## src/rtl/scv_rominit_if.sv

```systemverilog
// ROM-initialisation stream and memory write-port bundle for scv_rominit.
// The master side is the loader/bench; the slave side is the receiver.
interface scv_rominit_if #(
  parameter int unsigned BOOT_AW = 12,
  parameter int unsigned CHR_AW  = 10,
  parameter int unsigned CART_AW = 17
);
  logic                 ROMINIT_SEL_BOOT;
  logic                 ROMINIT_SEL_CHR;
  logic                 ROMINIT_SEL_CART;
  logic [24:0]          ROMINIT_ADDR;
  logic [7:0]           ROMINIT_DATA;
  logic                 ROMINIT_VALID;
  logic [7:0]           WDATA;
  logic                 BOOT_WE;
  logic [BOOT_AW-1:0]   BOOT_A;
  logic                 CHR_WE;
  logic [CHR_AW-1:0]    CHR_A;
  logic                 CART_WE;
  logic [CART_AW-1:0]   CART_A;
  logic                 BUSY;
  logic [2:0]           LOADED;
  logic [CART_AW:0]     CART_LEN;
  logic [2:0]           ERR;
  logic [15:0]          CKSUM;

  modport master (
    output ROMINIT_SEL_BOOT, ROMINIT_SEL_CHR, ROMINIT_SEL_CART,
           ROMINIT_ADDR, ROMINIT_DATA, ROMINIT_VALID,
    input  WDATA, BOOT_WE, BOOT_A, CHR_WE, CHR_A, CART_WE, CART_A,
           BUSY, LOADED, CART_LEN, ERR, CKSUM
  );

  modport slave (
    input  ROMINIT_SEL_BOOT, ROMINIT_SEL_CHR, ROMINIT_SEL_CART,
           ROMINIT_ADDR, ROMINIT_DATA, ROMINIT_VALID,
    output WDATA, BOOT_WE, BOOT_A, CHR_WE, CHR_A, CART_WE, CART_A,
           BUSY, LOADED, CART_LEN, ERR, CKSUM
  );
endinterface

```

## src/rtl/scv_rominit.sv

```systemverilog
// ROM-init stream receiver: registered write strobes for boot/CHR/cart memories,
// per-region load status, cart length and error flags. Define SCV_ROMINIT_CKSUM_EN for CKSUM.
module scv_rominit #(
  parameter int unsigned BOOT_AW = 12,
  parameter int unsigned CHR_AW  = 10,
  parameter int unsigned CART_AW = 17
) (
  input  logic         CLK,
  input  logic         RES,
  scv_rominit_if.slave bus
);
  localparam int unsigned ADDR_W = 25;
  localparam int unsigned CNT_W  = CART_AW + 1;
  localparam logic [1:0]  RGN_BOOT = 2'd0;
  localparam logic [1:0]  RGN_CHR  = 2'd1;
  localparam logic [1:0]  RGN_CART = 2'd2;

  typedef enum logic [1:0] {S_IDLE, S_LOAD, S_FINISH} state_e;

  state_e              state_q, state_d;
  logic [1:0]          rgn_q, rgn_d;
  logic [ADDR_W-1:0]   expect_q, expect_d;
  logic [CNT_W-1:0]    count_q, count_d;
  logic [7:0]          wdata_q, wdata_d;
  logic                boot_we_q, boot_we_d, chr_we_q, chr_we_d, cart_we_q, cart_we_d;
  logic [BOOT_AW-1:0]  boot_a_q, boot_a_d;
  logic [CHR_AW-1:0]   chr_a_q, chr_a_d;
  logic [CART_AW-1:0]  cart_a_q, cart_a_d;
  logic                busy_q, busy_d;
  logic [2:0]          loaded_q, loaded_d;
  logic [CNT_W-1:0]    cart_len_q, cart_len_d;
  logic [2:0]          err_q, err_d;
`ifdef SCV_ROMINIT_CKSUM_EN
  logic [15:0]         sum_q, sum_d;
  logic [15:0]         cksum_q, cksum_d;
`endif

  logic [2:0] sel, rgn_mask;
  logic       sel_multi, sel_one, rgn_sel, other_sel, addr_over;
  logic [1:0] sel_rgn;

  assign sel       = {bus.ROMINIT_SEL_CART, bus.ROMINIT_SEL_CHR, bus.ROMINIT_SEL_BOOT};
  assign sel_multi = (sel & (sel - 3'd1)) != 3'd0;
  assign sel_one   = (sel != 3'd0) && !sel_multi;
  assign sel_rgn   = sel[0] ? RGN_BOOT : (sel[1] ? RGN_CHR : RGN_CART);
  assign rgn_mask  = 3'b001 << rgn_q;
  assign rgn_sel   = |(sel & rgn_mask);
  assign other_sel = |(sel & ~rgn_mask);

  // Address lies beyond the latched region's memory
  always_comb begin
    addr_over = 1'b0;
    case (rgn_q)
      RGN_BOOT: addr_over = (bus.ROMINIT_ADDR >> BOOT_AW) != '0;
      RGN_CHR:  addr_over = (bus.ROMINIT_ADDR >> CHR_AW) != '0;
      default:  addr_over = (bus.ROMINIT_ADDR >> CART_AW) != '0;
    endcase
  end

  always_ff @(posedge CLK) begin
    if (RES) begin
      state_q    <= S_IDLE;
      rgn_q      <= RGN_BOOT;
      expect_q   <= '0;
      count_q    <= '0;
      wdata_q    <= '0;
      boot_we_q  <= 1'b0;
      chr_we_q   <= 1'b0;
      cart_we_q  <= 1'b0;
      boot_a_q   <= '0;
      chr_a_q    <= '0;
      cart_a_q   <= '0;
      busy_q     <= 1'b0;
      loaded_q   <= '0;
      cart_len_q <= '0;
      err_q      <= '0;
`ifdef SCV_ROMINIT_CKSUM_EN
      sum_q      <= '0;
      cksum_q    <= '0;
`endif
    end else begin
      state_q    <= state_d;
      rgn_q      <= rgn_d;
      expect_q   <= expect_d;
      count_q    <= count_d;
      wdata_q    <= wdata_d;
      boot_we_q  <= boot_we_d;
      chr_we_q   <= chr_we_d;
      cart_we_q  <= cart_we_d;
      boot_a_q   <= boot_a_d;
      chr_a_q    <= chr_a_d;
      cart_a_q   <= cart_a_d;
      busy_q     <= busy_d;
      loaded_q   <= loaded_d;
      cart_len_q <= cart_len_d;
      err_q      <= err_d;
`ifdef SCV_ROMINIT_CKSUM_EN
      sum_q      <= sum_d;
      cksum_q    <= cksum_d;
`endif
    end
  end

  always_comb begin
    state_d    = state_q;
    rgn_d      = rgn_q;
    expect_d   = expect_q;
    count_d    = count_q;
    wdata_d    = wdata_q;
    boot_we_d  = 1'b0;
    chr_we_d   = 1'b0;
    cart_we_d  = 1'b0;
    boot_a_d   = boot_a_q;
    chr_a_d    = chr_a_q;
    cart_a_d   = cart_a_q;
    loaded_d   = loaded_q;
    cart_len_d = cart_len_q;
    err_d      = err_q;
`ifdef SCV_ROMINIT_CKSUM_EN
    sum_d      = sum_q;
    cksum_d    = cksum_q;
`endif
    case (state_q)
      S_IDLE: begin
        if (sel_multi) begin
          err_d[2] = 1'b1;
        end else if (sel_one) begin
          state_d  = S_LOAD;
          rgn_d    = sel_rgn;
          expect_d = '0;
          count_d  = '0;
          loaded_d = loaded_q & ~sel;
`ifdef SCV_ROMINIT_CKSUM_EN
          sum_d    = '0;
`endif
        end
      end
      S_LOAD: begin
        // Dropping the latched select ends the load; a coincident beat is discarded
        if (!rgn_sel) begin
          state_d = S_FINISH;
        end else begin
          if (other_sel) err_d[2] = 1'b1;
          if (bus.ROMINIT_VALID) begin
            if (bus.ROMINIT_ADDR != expect_q) err_d[1] = 1'b1;
            expect_d = bus.ROMINIT_ADDR + ADDR_W'(1);
            if (addr_over) begin
              err_d[0] = 1'b1;
            end else begin
              wdata_d = bus.ROMINIT_DATA;
              case (rgn_q)
                RGN_BOOT: begin
                  boot_we_d = 1'b1;
                  boot_a_d  = bus.ROMINIT_ADDR[BOOT_AW-1:0];
                end
                RGN_CHR: begin
                  chr_we_d = 1'b1;
                  chr_a_d  = bus.ROMINIT_ADDR[CHR_AW-1:0];
                end
                default: begin
                  cart_we_d = 1'b1;
                  cart_a_d  = bus.ROMINIT_ADDR[CART_AW-1:0];
                end
              endcase
              if (count_q != '1) count_d = count_q + CNT_W'(1);
`ifdef SCV_ROMINIT_CKSUM_EN
              sum_d = sum_q + 16'(bus.ROMINIT_DATA);
`endif
            end
          end
        end
      end
      S_FINISH: begin
        state_d  = S_IDLE;
        loaded_d = loaded_q | rgn_mask;
        if (rgn_q == RGN_CART) cart_len_d = count_q;
`ifdef SCV_ROMINIT_CKSUM_EN
        cksum_d  = sum_q;
`endif
      end
      default: state_d = S_IDLE;
    endcase
    busy_d = (state_d != S_IDLE);
  end

  assign bus.WDATA    = wdata_q;
  assign bus.BOOT_WE  = boot_we_q;
  assign bus.BOOT_A   = boot_a_q;
  assign bus.CHR_WE   = chr_we_q;
  assign bus.CHR_A    = chr_a_q;
  assign bus.CART_WE  = cart_we_q;
  assign bus.CART_A   = cart_a_q;
  assign bus.BUSY     = busy_q;
  assign bus.LOADED   = loaded_q;
  assign bus.CART_LEN = cart_len_q;
  assign bus.ERR      = err_q;
`ifdef SCV_ROMINIT_CKSUM_EN
  assign bus.CKSUM    = cksum_q;
`else
  assign bus.CKSUM    = 16'd0;
`endif
endmodule

```

## src/flat_wrapper.sv

```systemverilog
// flat-port wrapper written by rule: the top's interface ports become plain ports
module scv_rominit_flat 
#(
  parameter int unsigned BOOT_AW = 12,
  parameter int unsigned CHR_AW  = 10,
  parameter int unsigned CART_AW = 17
)
  (CLK, RES, bus_ROMINIT_SEL_BOOT, bus_ROMINIT_SEL_CHR, bus_ROMINIT_SEL_CART, bus_ROMINIT_ADDR, bus_ROMINIT_DATA, bus_ROMINIT_VALID, bus_WDATA, bus_BOOT_WE, bus_BOOT_A, bus_CHR_WE, bus_CHR_A, bus_CART_WE, bus_CART_A, bus_BUSY, bus_LOADED, bus_CART_LEN, bus_ERR, bus_CKSUM);
  scv_rominit_if #(.BOOT_AW(BOOT_AW), .CHR_AW(CHR_AW), .CART_AW(CART_AW)) bus_i ();
  input  logic CLK;
  input  logic RES;
  input wire logic [$bits(bus_i.ROMINIT_SEL_BOOT)-1:0] bus_ROMINIT_SEL_BOOT;
  input wire logic [$bits(bus_i.ROMINIT_SEL_CHR)-1:0] bus_ROMINIT_SEL_CHR;
  input wire logic [$bits(bus_i.ROMINIT_SEL_CART)-1:0] bus_ROMINIT_SEL_CART;
  input wire logic [$bits(bus_i.ROMINIT_ADDR)-1:0] bus_ROMINIT_ADDR;
  input wire logic [$bits(bus_i.ROMINIT_DATA)-1:0] bus_ROMINIT_DATA;
  input wire logic [$bits(bus_i.ROMINIT_VALID)-1:0] bus_ROMINIT_VALID;
  output wire logic [$bits(bus_i.WDATA)-1:0] bus_WDATA;
  output wire logic [$bits(bus_i.BOOT_WE)-1:0] bus_BOOT_WE;
  output wire logic [$bits(bus_i.BOOT_A)-1:0] bus_BOOT_A;
  output wire logic [$bits(bus_i.CHR_WE)-1:0] bus_CHR_WE;
  output wire logic [$bits(bus_i.CHR_A)-1:0] bus_CHR_A;
  output wire logic [$bits(bus_i.CART_WE)-1:0] bus_CART_WE;
  output wire logic [$bits(bus_i.CART_A)-1:0] bus_CART_A;
  output wire logic [$bits(bus_i.BUSY)-1:0] bus_BUSY;
  output wire logic [$bits(bus_i.LOADED)-1:0] bus_LOADED;
  output wire logic [$bits(bus_i.CART_LEN)-1:0] bus_CART_LEN;
  output wire logic [$bits(bus_i.ERR)-1:0] bus_ERR;
  output wire logic [$bits(bus_i.CKSUM)-1:0] bus_CKSUM;
  assign bus_i.ROMINIT_SEL_BOOT = bus_ROMINIT_SEL_BOOT;
  assign bus_i.ROMINIT_SEL_CHR = bus_ROMINIT_SEL_CHR;
  assign bus_i.ROMINIT_SEL_CART = bus_ROMINIT_SEL_CART;
  assign bus_i.ROMINIT_ADDR = bus_ROMINIT_ADDR;
  assign bus_i.ROMINIT_DATA = bus_ROMINIT_DATA;
  assign bus_i.ROMINIT_VALID = bus_ROMINIT_VALID;
  assign bus_WDATA = bus_i.WDATA;
  assign bus_BOOT_WE = bus_i.BOOT_WE;
  assign bus_BOOT_A = bus_i.BOOT_A;
  assign bus_CHR_WE = bus_i.CHR_WE;
  assign bus_CHR_A = bus_i.CHR_A;
  assign bus_CART_WE = bus_i.CART_WE;
  assign bus_CART_A = bus_i.CART_A;
  assign bus_BUSY = bus_i.BUSY;
  assign bus_LOADED = bus_i.LOADED;
  assign bus_CART_LEN = bus_i.CART_LEN;
  assign bus_ERR = bus_i.ERR;
  assign bus_CKSUM = bus_i.CKSUM;
  scv_rominit #(.BOOT_AW(BOOT_AW), .CHR_AW(CHR_AW), .CART_AW(CART_AW)) u_core (.CLK(CLK), .RES(RES), .bus(bus_i));
endmodule
```

## config.mk

```make
export PLATFORM = sky130hd
export DESIGN_NAME = scv_rominit_flat
export DESIGN_NICKNAME = d
export VERILOG_FILES = /design/src/rtl/scv_rominit_if.sv /design/src/rtl/scv_rominit.sv /design/src/flat_wrapper.sv
export SDC_FILE = /design/constraint.sdc
export NUM_CORES = 1
export LEC_CHECK = 0
export ABC_AREA = 1
export BUFFER_PORTS_ARGS = -buffer_cell sky130_fd_sc_hd__buf_2
export CORE_MARGIN = 3
export CORE_UTILIZATION = 40
export CTS_BUF_LIST = sky130_fd_sc_hd__clkbuf_4 sky130_fd_sc_hd__clkbuf_8 sky130_fd_sc_hd__clkbuf_16
export DETAILED_ROUTE_END_ITERATION = 8
export SYNTH_ARGS = -nofsm -noshare
export SYNTH_HDL_FRONTEND = slang
export SYNTH_SLANG_ARGS = --single-unit
```

## constraint.sdc

```tcl
create_clock -name CLK -period 2 [get_ports CLK]
set_clock_uncertainty 0.05 [all_clocks]
set_input_delay 0.1 -clock CLK [delete_from_list [all_inputs] [get_ports CLK]]
set_output_delay 0.1 -clock CLK [all_outputs]
set_load 0.02 [all_outputs]
```

# Word level (Yosys, flattened, before mapping)

Index checks and enable logic that the tools add are counted.

Register bits after elaboration: 122
Logic and storage cells: 108

Add/subtract/negate cells: 3
Equal/unequal tests: 14
Shift operators: 1
Muxes and demuxes: 32
Bitwise operators: 13
Reduce and logical (&&, ||, !) cells: 28

Operators with widths:

| cell                    | number |
|---|---|
| $mux W18                | 6 |
| $mux W25                | 4 |
| $reduce_bool A25 Y1     | 3 |
| $pmux W25 S2            | 1 |
| $pmux W18 S2            | 1 |
| $add A25 B1 Y25 const B | 1 |
| $ne A25 B25 Y1          | 1 |
| $reduce_and A5 Y1       | 4 |
| $add A18 B1 Y18 const B | 1 |
| $ne A18 B18 Y1 const B  | 1 |
| $reduce_and A4 Y1       | 4 |
| $and A3 B3 Y3           | 4 |
| $mux W2                 | 6 |
| $ne A2 B1 Y1 const B    | 5 |
| $mux W3                 | 3 |
| $mux W1                 | 7 |
| $reduce_and A7 Y1       | 1 |
| $ne A2 B2 Y1 const B    | 3 |
| $not A1 Y1              | 6 |
| $not A3 Y3              | 2 |
| $pmux W3 S2             | 1 |
| $reduce_and A3 Y1       | 2 |
| $reduce_bool A2 Y1      | 3 |
| $reduce_bool A3 Y1      | 2 |
| other kinds (14)        | 19 |

# Longest topological paths before layout

Gate-level depths: netlist of run 1.

Depth after elaboration: 9
Depth in mapped cells: 14

# Worst setup path after synthesis of run 1

No wires, ideal clock.

Path type: reg-to-reg
From: register u_core.count_q[0]
To: register u_core.count_q[12]
Arrival: 1.627 ns
Required time: 1.880 ns
Setup slack: 0.253 ns
Cell stages (with the launch flop): 13
Buffers on the path: 1
Cells stage by stage: dfxtp_1 > ha_1 > nand2_1 > nor2_2 > nand2_1 > nor2_1 > nand4_1 > nand2_1 > nand2_1 > nand2_2 > buf_4 > nand2_1 > a21oi_1

Longest elaborated chain between the ends: 6
Elaborated cells between the ends (all ways): 9

RTL lines:

| what                   | line               | text |
|---|---|---|
| start, declared        | scv_rominit.sv:23  | `logic [CNT_W-1:0] count_q, count_d;` |
| start signal, assigned | scv_rominit.sv:85  | `count_q <= count_d;` |
| $add A18 B1 Y18        | scv_rominit.sv:165 | `if (count_q != '1) count_d = count_q + CNT_W'(1);` |
| $mux W18               | scv_rominit.sv:165 |  |
| $mux W18               | scv_rominit.sv:147 | `if (addr_over) begin` |
| $mux W18               | scv_rominit.sv:144 | `if (bus.ROMINIT_VALID) begin` |
| $mux W18               | scv_rominit.sv:140 | `if (!rgn_sel) begin` |
| $pmux W18 S2           | scv_rominit.sv:123 | `case (state_q)` |

Several ways; a longest one is shown, not always the timed one. The select of a mux whose other input is x is not followed.
A chain may end at the register's enable or synchronous reset.

# Worst setup path in the final report of run 1

From: register u_core.count_q[0]
To: register u_core.count_q[14]

Same word-level chain as after synthesis.

==> metrics.cfg, run 1 <==
[sta]
fin_crit_sh=0.929
clock.fmax_mhz=538
timing_hold_violations_final=0
drv_slew=0
tightest_slew_ps=574
min_period_ps=1860
setup_viol=0
relSlewSlack=0.617

[worst_setup_path]
r2r_slack_ps=140
worstPathArrival_ps=2120
worstPathMaxFanout=20
reg2reg_from=u_core.count_q[0]
ff2ff_path_depth=11
start_kind=flip-flop
end_kind=flip-flop
cp.required_ps=2260
path_class=flip-flop to flip-flop
regToRegEndpoint=u_core.count_q[14]

[status]
status=complete, no violations

[drt]
initialDrtViolationCount=450
drtAntennaViolNets=0
drc=0
vias=6002
routed_wl_mm=17.3
route.detailed.vias_per_inst=4.86
drtPass1Iterations=5
wire_per_inst_um=14.0

[floorplanning]
initial_core_util=0.410
die_x_um=128
ios=130
fp.coreArea_mm2=0.0146
rows=44
die_area_mm2=0.0165
die_h_um=128

[power_and_ir_drop]
power_density_mw_per_mm2=839
ir_drop_mv=0.619
power.leakage_uw=0.00356
p_total_uw=6530

[global_route]
grt_util_all_layers=0.211
grt_pass1_vias=5656
grt_pass1_wl_mm=27.8
grt_antenna_before_repair=0
grt_overflow_total=0
grt_max_degree=75

[yosys]
ys_warn_count=0
synthFlopType=dfxtp_1
async_reset_ff_frac=0
synth-seq-cells=122
synthCells=883
synth.avg_cell_area_um2=6.78
seq_area_frac_synth=0.408
synth_edf_count=0
yosysUniqueCellTypes=36
syn_area_mm2=0.00598

[layout]
stdcell_count=1234
diodes=0
layout_common_cells=nand2_1 (182), nor2_1 (156), dfxtp_1 (120), buf_2 (113), a21oi_1 (78)
final_nets=1078
fillers=1475
synthToLayoutAreaGrowth_pct=30.0
layout.cells.most_common=nand2_1
drive_above_1_share=0.200
final_area_mm2=0.00778

[hold_path]
whs_path_depth=4
min_to=u_core.expect_q[19]
hold_class=input pin to flip-flop
hold_start=bus_ROMINIT_ADDR[19]

[cts]
clk_pin_slew_ps=60
clock_latency_ps=420
tritoncts=built
cts-htree-levels=4
root_buffer=clkbuf_16
numCtsBuffers=17
clock_path_buffers=2
cts.sinks=122

[place]
placed_area_mm2=0.00678
hpwlAfterDp_mm=11.8
numPortBuffers=113
dpl.cell_count=1169
place.gp.congestion=0.889

[job]
drv_cap=0

flip-flops by register name (all words and copies together) (netlist names):
signal / count
u_core.bus.WDATA: 8
u_core.bus.BOOT_WE: 1
u_core.bus.CHR_A: 10
u_core.bus.BUSY: 1
u_core.expect_q: 25
u_core.state_q: 2
u_core.bus.CART_A: 17
u_core.bus.CART_LEN: 18
u_core.bus.CHR_WE: 1
u_core.count_q: 18
u_core.bus.ERR: 3
u_core.rgn_q: 2
u_core.bus.BOOT_A: 12
u_core.bus.CART_WE: 1
u_core.bus.LOADED: 3
what timing repair did:
action                                  in CTS  in global routing
endpoints found under the setup margin       0                 55
hold buffers                                26                  1
endpoints found under the hold margin       36                  1
setup buffers                                0                  5
gates resized for setup                      0                 15
per-layer routing:
layer / up-vias / GRT usage / routed length [µm]
met5: - / 0 / 0
met4: 0 / 0.0630 / 161
met3: 16 / 0.0613 / 1050
met2: 164 / 0.349 / 8200
met1: 2713 / 0.268 / 7860
li1: 3109 / - / -
per-stage QoR:
stage	setup slack [ps]	TNS, ps	utilization	hold slack [ps]
2_1_floorplan	253	0	-	140
3_3_place_gp	61.8	0	0.465	276
5_1_grt	-47.5	-104	0.533	23.2
6_report	143	0	0.533	15.4
3_5_place_dp	68.2	0	0.465	284
4_1_cts	26.8	0	0.526	0.0653
how the worst max path moves through the flow:
stage / from / end / slack, ps
final: u_core.count_q[0] / u_core.count_q[14] / 140
after global routing: u_core.count_q[1] / u_core.count_q[17] / -50
after CTS: u_core.count_q[1] / u_core.count_q[5] / 30
after detailed placement: u_core.count_q[1] / u_core.count_q[5] / 70
after global placement: u_core.count_q[1] / u_core.count_q[1] / 60
after floorplan: u_core.count_q[0] / u_core.count_q[12] / 250
cell type report:
type                    count  area (µm²)  area share
flip-flops and latches    122        2440       0.314
inverters                  80         303      0.0389
repair buffers            174        1140       0.146
clock inverters            14         196      0.0252
well taps                 184         230      0.0296
multi-input cells         642        3030       0.389
clock buffers              18         439      0.0564
Yosys cell counts (all sizes together), types with 2 or more instances:
master  number  area [µm²]
a21oi       79         399
a31o         3        26.3
buf         38         245
clkbuf      17        65.1
dfxtp      122        2440
ha           2        25.0
inv         79         297
nand2      187         714
nand3       63         333
nand4       14        87.6
nor2       165         654
nor3         8        40.0
o211ai       2        15.0
o21ai       66         330
o21bai       2        15.0
xnor2       18         158
xor2        11        96.3
report_power, final:
group          internal [µW]  switching (µW)  leakage (µW)
clock network           2120            1170      0.000302
logic                    262             459       0.00227
registers               2480            38.9      0.000986
cells by family (layout without fill, tap and decap cells):
group | after synthesis | after routing | share of synthesized area
AOI/OAI and AO/OA | 156 | 156 | 0.136
adders and majority gates | 2 | 2 | 0.00418
DFF | 122 | 122 | 0.408
buffers and inverters | 135 | 286 | 0.102
xor gates and xnor gates | 29 | 29 | 0.0424
and+or+nand+nor | 438 | 439 | 0.307
other | 1 | 16 | 0.000627
worst max-delay path: stages, from the launching register on:
cell and delay (ps):
dfxtp_2 380, ha_4 160, nand2_1 70, nor2_2 150, nand2_1 90, nor2_1 100, nand4_1 140, nand2_2 150
nand2_4 90, buf_8 170, a21oi_1 130, nor2_1 60
(Power assumes the default switching activity.)
==> run 2: changes to the inputs <==
clock period = 1.6 ns   (was 2 ns; I/O delays follow)
==> run 2 against run 1 <==
The flow now finishes with violations (setup timing). Core utilization rose by 7.7 points. Combinational power increased by 68%. Global-route usage increased by 0.39 points. Sequential share of layout area is 3.8 points lower. Non-clock buffer count grew 79. Hold slack got worse by 7.5 ps. Final cell count up 6.3%. Sequential power grew 25%. Largest cell class unchanged. Largest power group unchanged.
==> metrics.cfg, run 2 (synthesis results as in run 1) <==
[power_and_ir_drop]
pwr-share-seq=0.371
netSwitchingPower_uw=2080
p_int_uw=6370
ir_drop_mv=0.732
power_density_mw_per_mm2=949
swShare=0.246
clockPowerShare=0.485
power.share.combinational=0.143
power.leakage_uw=0.00405

[place]
place_ws_ps=-97.0
numPortBuffers=113
place.gp.congestion=0.832
hpwlAfterDp_mm=12.6

[global_route]
grt_pass1_vias=5908
grt_max_degree=49
grt_util_all_layers=0.215
grt_antenna_before_repair=0
grt_pass1_wl_mm=28.6
grt_overflow_total=0

[sta]
hold_ws_ps=7.87
timing_hold_violations_final=0
setup_viol=39
min_period_ps=1680
drv_slew=0
layout_setup_ws_ps=-82.0
fin_crit_sh=1.05
relSlewSlack=0.559
tightest_slew_ps=661
rsz0062_at_grt=true
clock.fmax_mhz=595

[floorplanning]
initial_core_util=0.410
fp.coreArea_mm2=0.0146
die_h_um=128
ios=130
die_x_um=128
die_area_mm2=0.0165
rows=44

[worst_setup_path]
cp.required_ps=1820
worstPathMaxFanout=5
cp_slowest_stage_delay_ps=360
worstPathArrival_ps=1900
crit_family=simple AND/OR/NAND/NOR gates
slowest_stage=dfxtp_4
end_kind=flip-flop
crit_chain=buf_12 > nor2_4 > nand2_2 > nand3_4 > nand2_1 > nand2_1 > inv_2 > nor2_4 > buf_12 > nand2_8 > clkbuf_16 > nand2_1 > a21oi_1
start_kind=flip-flop
path_class=flip-flop to flip-flop
crit_buf_inv=4
cp_common_cell=nand2_1

[cts]
clk_pin_slew_ps=50
clock_latency_ps=410
cts-htree-levels=4
numCtsBuffers=17
root_buffer=clkbuf_16
tritoncts=built
cts.sinks=122
clock_path_buffers=2

[drt]
wl_met2_mm=8.71
route.detailed.vias_per_inst=4.82
drtAntennaViolNets=0
wire_per_inst_um=13.9
initialDrtViolationCount=424
drtPass1Iterations=5
highest_layer=met4
wl_met1_mm=8.32
vias=6322
drc=0
routed_wl_mm=18.3
routed-wl-met3_mm=1.07

[layout]
synthToLayoutAreaGrowth_pct=48.9
diodes=0
regMostFlops=u_core.expect_q
fillers=1353
final_nets=1156
fin_util=0.611
largest_register_ffs=25
layout.cells.most_common=nand2_1
layout_common_cells=nand2_1 (146), nor2_1 (128), dfxtp_1 (116), buf_2 (110), buf_4 (100)
drive_above_1_share=0.344

[status]
status=finished with violations
violations=setup timing

[hold_path]
hold_class=input pin to flip-flop

[job]
drv_cap=0

-- run 2: metal layers --
layer,GRT usage,vias to the layer above
li1,-,3275
met1,0.274,2863
met2,0.357,170
met3,0.0617,14
met4,0.0581,0
met5,0,-
-- run 2: worst min-delay path, cell delays in order --
cell and delay (ps):
buf_2 90, buf_4 140, nor2_2 40, nor2_1 80
-- run 2: final timing paths --
kind                     endpoint  slack (ps)                start  depth (start not counted)
max             u_core.count_q[7]         -80      u_core.rgn_q[1]                         13
min          u_core.bus.BOOT_A[0]           8  bus_ROMINIT_ADDR[0]                          4
max reg2reg     u_core.count_q[7]         -80      u_core.rgn_q[1]                         13
min reg2reg     u_core.bus.ERR[1]         400    u_core.bus.ERR[1]                          2
-- run 2: area by class of cell --
cell class,instances,area [µm²],area share
well taps,184,230,0.0258
repair buffers,253,1870,0.210
inverters,80,318,0.0357
multi-input cells,641,3380,0.380
clock buffers,28,576,0.0646
clock inverters,4,72.6,0.00814
flip-flops and latches,122,2460,0.276
-- run 2: power groups by stage --
stage / combinational, µW / clock, µW / sequential (µW)
2_1_floorplan: 539 / 0 / 3210
3_3_place_gp: 960 / 0 / 3200
3_5_place_dp: 958 / 0 / 3200
4_1_cts: 1030 / 4170 / 3130
5_1_grt: 1310 / 4310 / 3140
6_report: 1210 / 4100 / 3140
-- run 2: repair_timing --
action	CTS	global route
endpoints found under the hold margin	26	0
pin swaps	1	24
cloned	0	4
endpoints found under the setup margin	64	107
setup buffers	0	10
hold buffers	22	0
gates resized for setup	13	131
-- run 2: per-stage QoR --
stage | instance area (µm²) | setup TNS [ps] | power [µW] | cells
after floorplan | 6090 | 0 | 3750 | 898
after detailed placement | 7420 | -3840 | 4150 | 1245
after global routing | 8910 | -6610 | 8760 | 1312
after global placement | 7420 | -3080 | 4160 | 1245
final | 8910 | -1640 | 8450 | 1312
after CTS | 8330 | -671 | 8330 | 1299
==> run 3: changes to the inputs <==
ABC_AREA = default   (was 1)
CTS_BUF_LIST = default   (was sky130_fd_sc_hd__clkbuf_4 sky130_fd_sc_hd__clkbuf_8 sky130_fd_sc_hd__clkbuf_16)
==> run 3 against run 2 <==
The flow still finishes with violations (setup timing). Clock-buffer cell count is 3 lower. Area after synthesis is 1.1% lower. Hold slack better by 12 ps. Critical path type unchanged. Largest power group unchanged. Register-to-register slack worse by 230 ps. Via count is 2.4% lower. Global-route usage is 1.6 points higher.
==> metrics.cfg, run 3 <==
[status]
status=finished with violations
violations=setup timing

[layout]
fillers=1214
final_area_mm2=0.00885
synthToLayoutAreaGrowth_pct=49.6
final_nets=980
diodes=0
layout.cells.most_common=buf_4
stdcell_count=1132
regMostFlops=u_core.expect_q
largest_register_ffs=25
drive_above_1_share=0.388
layout_common_cells=buf_4 (134), dfxtp_1 (115), buf_2 (113), nand2_1 (92), nor2_1 (50)
fin_util=0.626

[yosys]
synth-seq-cells=122
synth.avg_cell_area_um2=8.43
ys_warn_count=0
seq_area_frac_synth=0.413
synth_edf_count=0
synth_top_area_cell=dfxtp_1
synth_top_cells_by_count=dfxtp_1 (122), nand2_1 (93), nor2_1 (53)
synthFlopType=dfxtp_1
syn_area_mm2=0.00592
yosys-top-cells-area=dfxtp_1 (41%), mux2i_1 (6.4%), nand2_1 (5.9%), xor2_1 (5.6%), a21oi_1 (3.6%)
yosysUniqueCellTypes=53
synth.most_common_cell=dfxtp_1
synthCells=702
yosysTopAreaCellShare=0.413
async_reset_ff_frac=0

[worst_setup_path]
worstPathMaxFanout=7
path_class=flip-flop to flip-flop
slowest_stage=or4_1
end_kind=flip-flop
cp.required_ps=1890
crit_family=simple AND/OR/NAND/NOR gates
crit_chain=mux2i_1 > o311ai_2 > buf_4 > nand3_4 > or4_1 > a21oi_1
cp_slowest_stage_delay_ps=550
start_kind=flip-flop
ff2ff_path_depth=6
regToRegEndpoint=u_core.count_q[0]
worstPathArrival_ps=2190
crit_buf_inv=1
r2r_slack_ps=-310
crit_start=u_core.rgn_q[0]
reg2reg_from=u_core.rgn_q[0]

[power_and_ir_drop]
netSwitchingPower_uw=2030
clockPowerShare=0.460
swShare=0.259
power.share.combinational=0.142
power_density_mw_per_mm2=884
power.leakage_uw=0.00377
p_int_uw=5800
pwr-share-seq=0.398
ir_drop_mv=0.664

[place]
place_ws_ps=-328
numPortBuffers=113
place.gp.congestion=0.907
placed_area_mm2=0.00752
dpl.cell_count=1067
hpwlAfterDp_mm=13.1

[sta]
clock.fmax_mhz=524
fin_crit_sh=1.19
tns_ps=-19570
timing_hold_violations_final=0
drv_slew=0
layout_setup_ws_ps=-308
min_period_ps=1910
setup_viol=95
rsz0062_at_grt=true

[floorplanning]
die_h_um=128
fp.coreArea_mm2=0.0141
die_area_mm2=0.0163
die_x_um=128
initial_core_util=0.418
ios=130
rows=43

[job]
drv_cap=0

[drt]
vias=6173
drc=0
drtAntennaViolNets=0
route.detailed.vias_per_inst=5.45
wire_per_inst_um=16.9
drtPass1Iterations=7
initialDrtViolationCount=409
routed_wl_mm=19.1

[cts]
numCtsBuffers=17
clock_path_buffers=2
cts-htree-levels=4
cts.sinks=122
tritoncts=built
clk_pin_slew_ps=50
root_buffer=clkbuf_16
clock_latency_ps=420

[global_route]
grt_pass1_wl_mm=30.2
grt_util_all_layers=0.231
grt_pass1_vias=6193
grt_max_degree=40
grt_antenna_before_repair=0
grt_overflow_total=0

[hold_path]
hold_start=bus_ROMINIT_ADDR[12]
min_to=u_core.bus.CART_A[12]
hold_class=input pin to flip-flop
whs_path_depth=4

## run 3: kinds of logic (layout without fill, tap and decap cells)
kind of cell             count (synthesis)  count (layout)  synth area share
other                                    1              16          0.000634
buffers and inverters                   86             320            0.0694
adder cells (fa/ha/maj)                  3               3           0.00592
AO/OA/AOI/OAI                          132             132             0.151
XOR/XNOR                                49              49            0.0725
flip-flops                             122             122             0.413
AND/OR/NAND/NOR                        271             272             0.223
multiplexers                            38              38            0.0643
## run 3: final cells by class
class / instances / area (µm²) / area share
Multi-Input combinational cell: 510 / 3520 / 0.398
Timing Repair Buffer: 279 / 2060 / 0.232
Sequential cell: 122 / 2460 / 0.278
Clock inverter: 7 / 66.3 / 0.00749
Inverter: 9 / 33.8 / 0.00382
Tap cell: 180 / 225 / 0.0254
Clock buffer: 25 / 485 / 0.0548
## run 3: metrics by stage
| step | power [µW] | hold WS, ps |
|---|---|---|
| finish | 7820 | 20.1 |
| detailed placement | 4070 | 294 |
| global placement | 4060 | 288 |
| floorplan | 3690 | 177 |
| CTS | 7800 | 0.858 |
| global route | 8090 | 43.5 |
## run 3: how the worst max path moves through the flow
stage,slack (ps),end,depth (start not counted)
4_1_cts,-280,u_core.bus.BOOT_A[0],6
5_1_grt,-360,u_core.expect_q[24],8
3_5_place_dp,-330,u_core.bus.BOOT_A[6],7
3_3_place_gp,-280,u_core.count_q[3],7
2_1_floorplan,-270,u_core.count_q[6],8
6_report,-310,u_core.count_q[0],6
## run 3: power by group through the flow
stage                     clock (µW)  combinational [µW]  sequential, µW
after floorplan                    0                 514            3180
after global placement             0                 883            3170
final                           3600                1110            3110
after global routing            3790                1190            3110
after CTS                       3670                1030            3110
after detailed placement           0                 896            3180
## run 3: repair_timing
action,CTS,global route
gates cloned,5,1
setup buffers,9,6
pin swaps,15,13
gates resized for setup,60,36
endpoints found under the setup margin,95,101
hold buffers,12,0
endpoints found under the hold margin,13,0
## run 3: routing by layer
layer | global-route usage | wire length, µm
met3 | 0.0523 | 979
met5 | 0 | 0
met1 | 0.271 | 7960
met4 | 0.100 | 571
met2 | 0.403 | 9590
## run 3: worst min-delay path, stage by stage
cell and delay [ps]:
buf_2 90, buf_4 140, mux2i_1 70, nor2_1 70
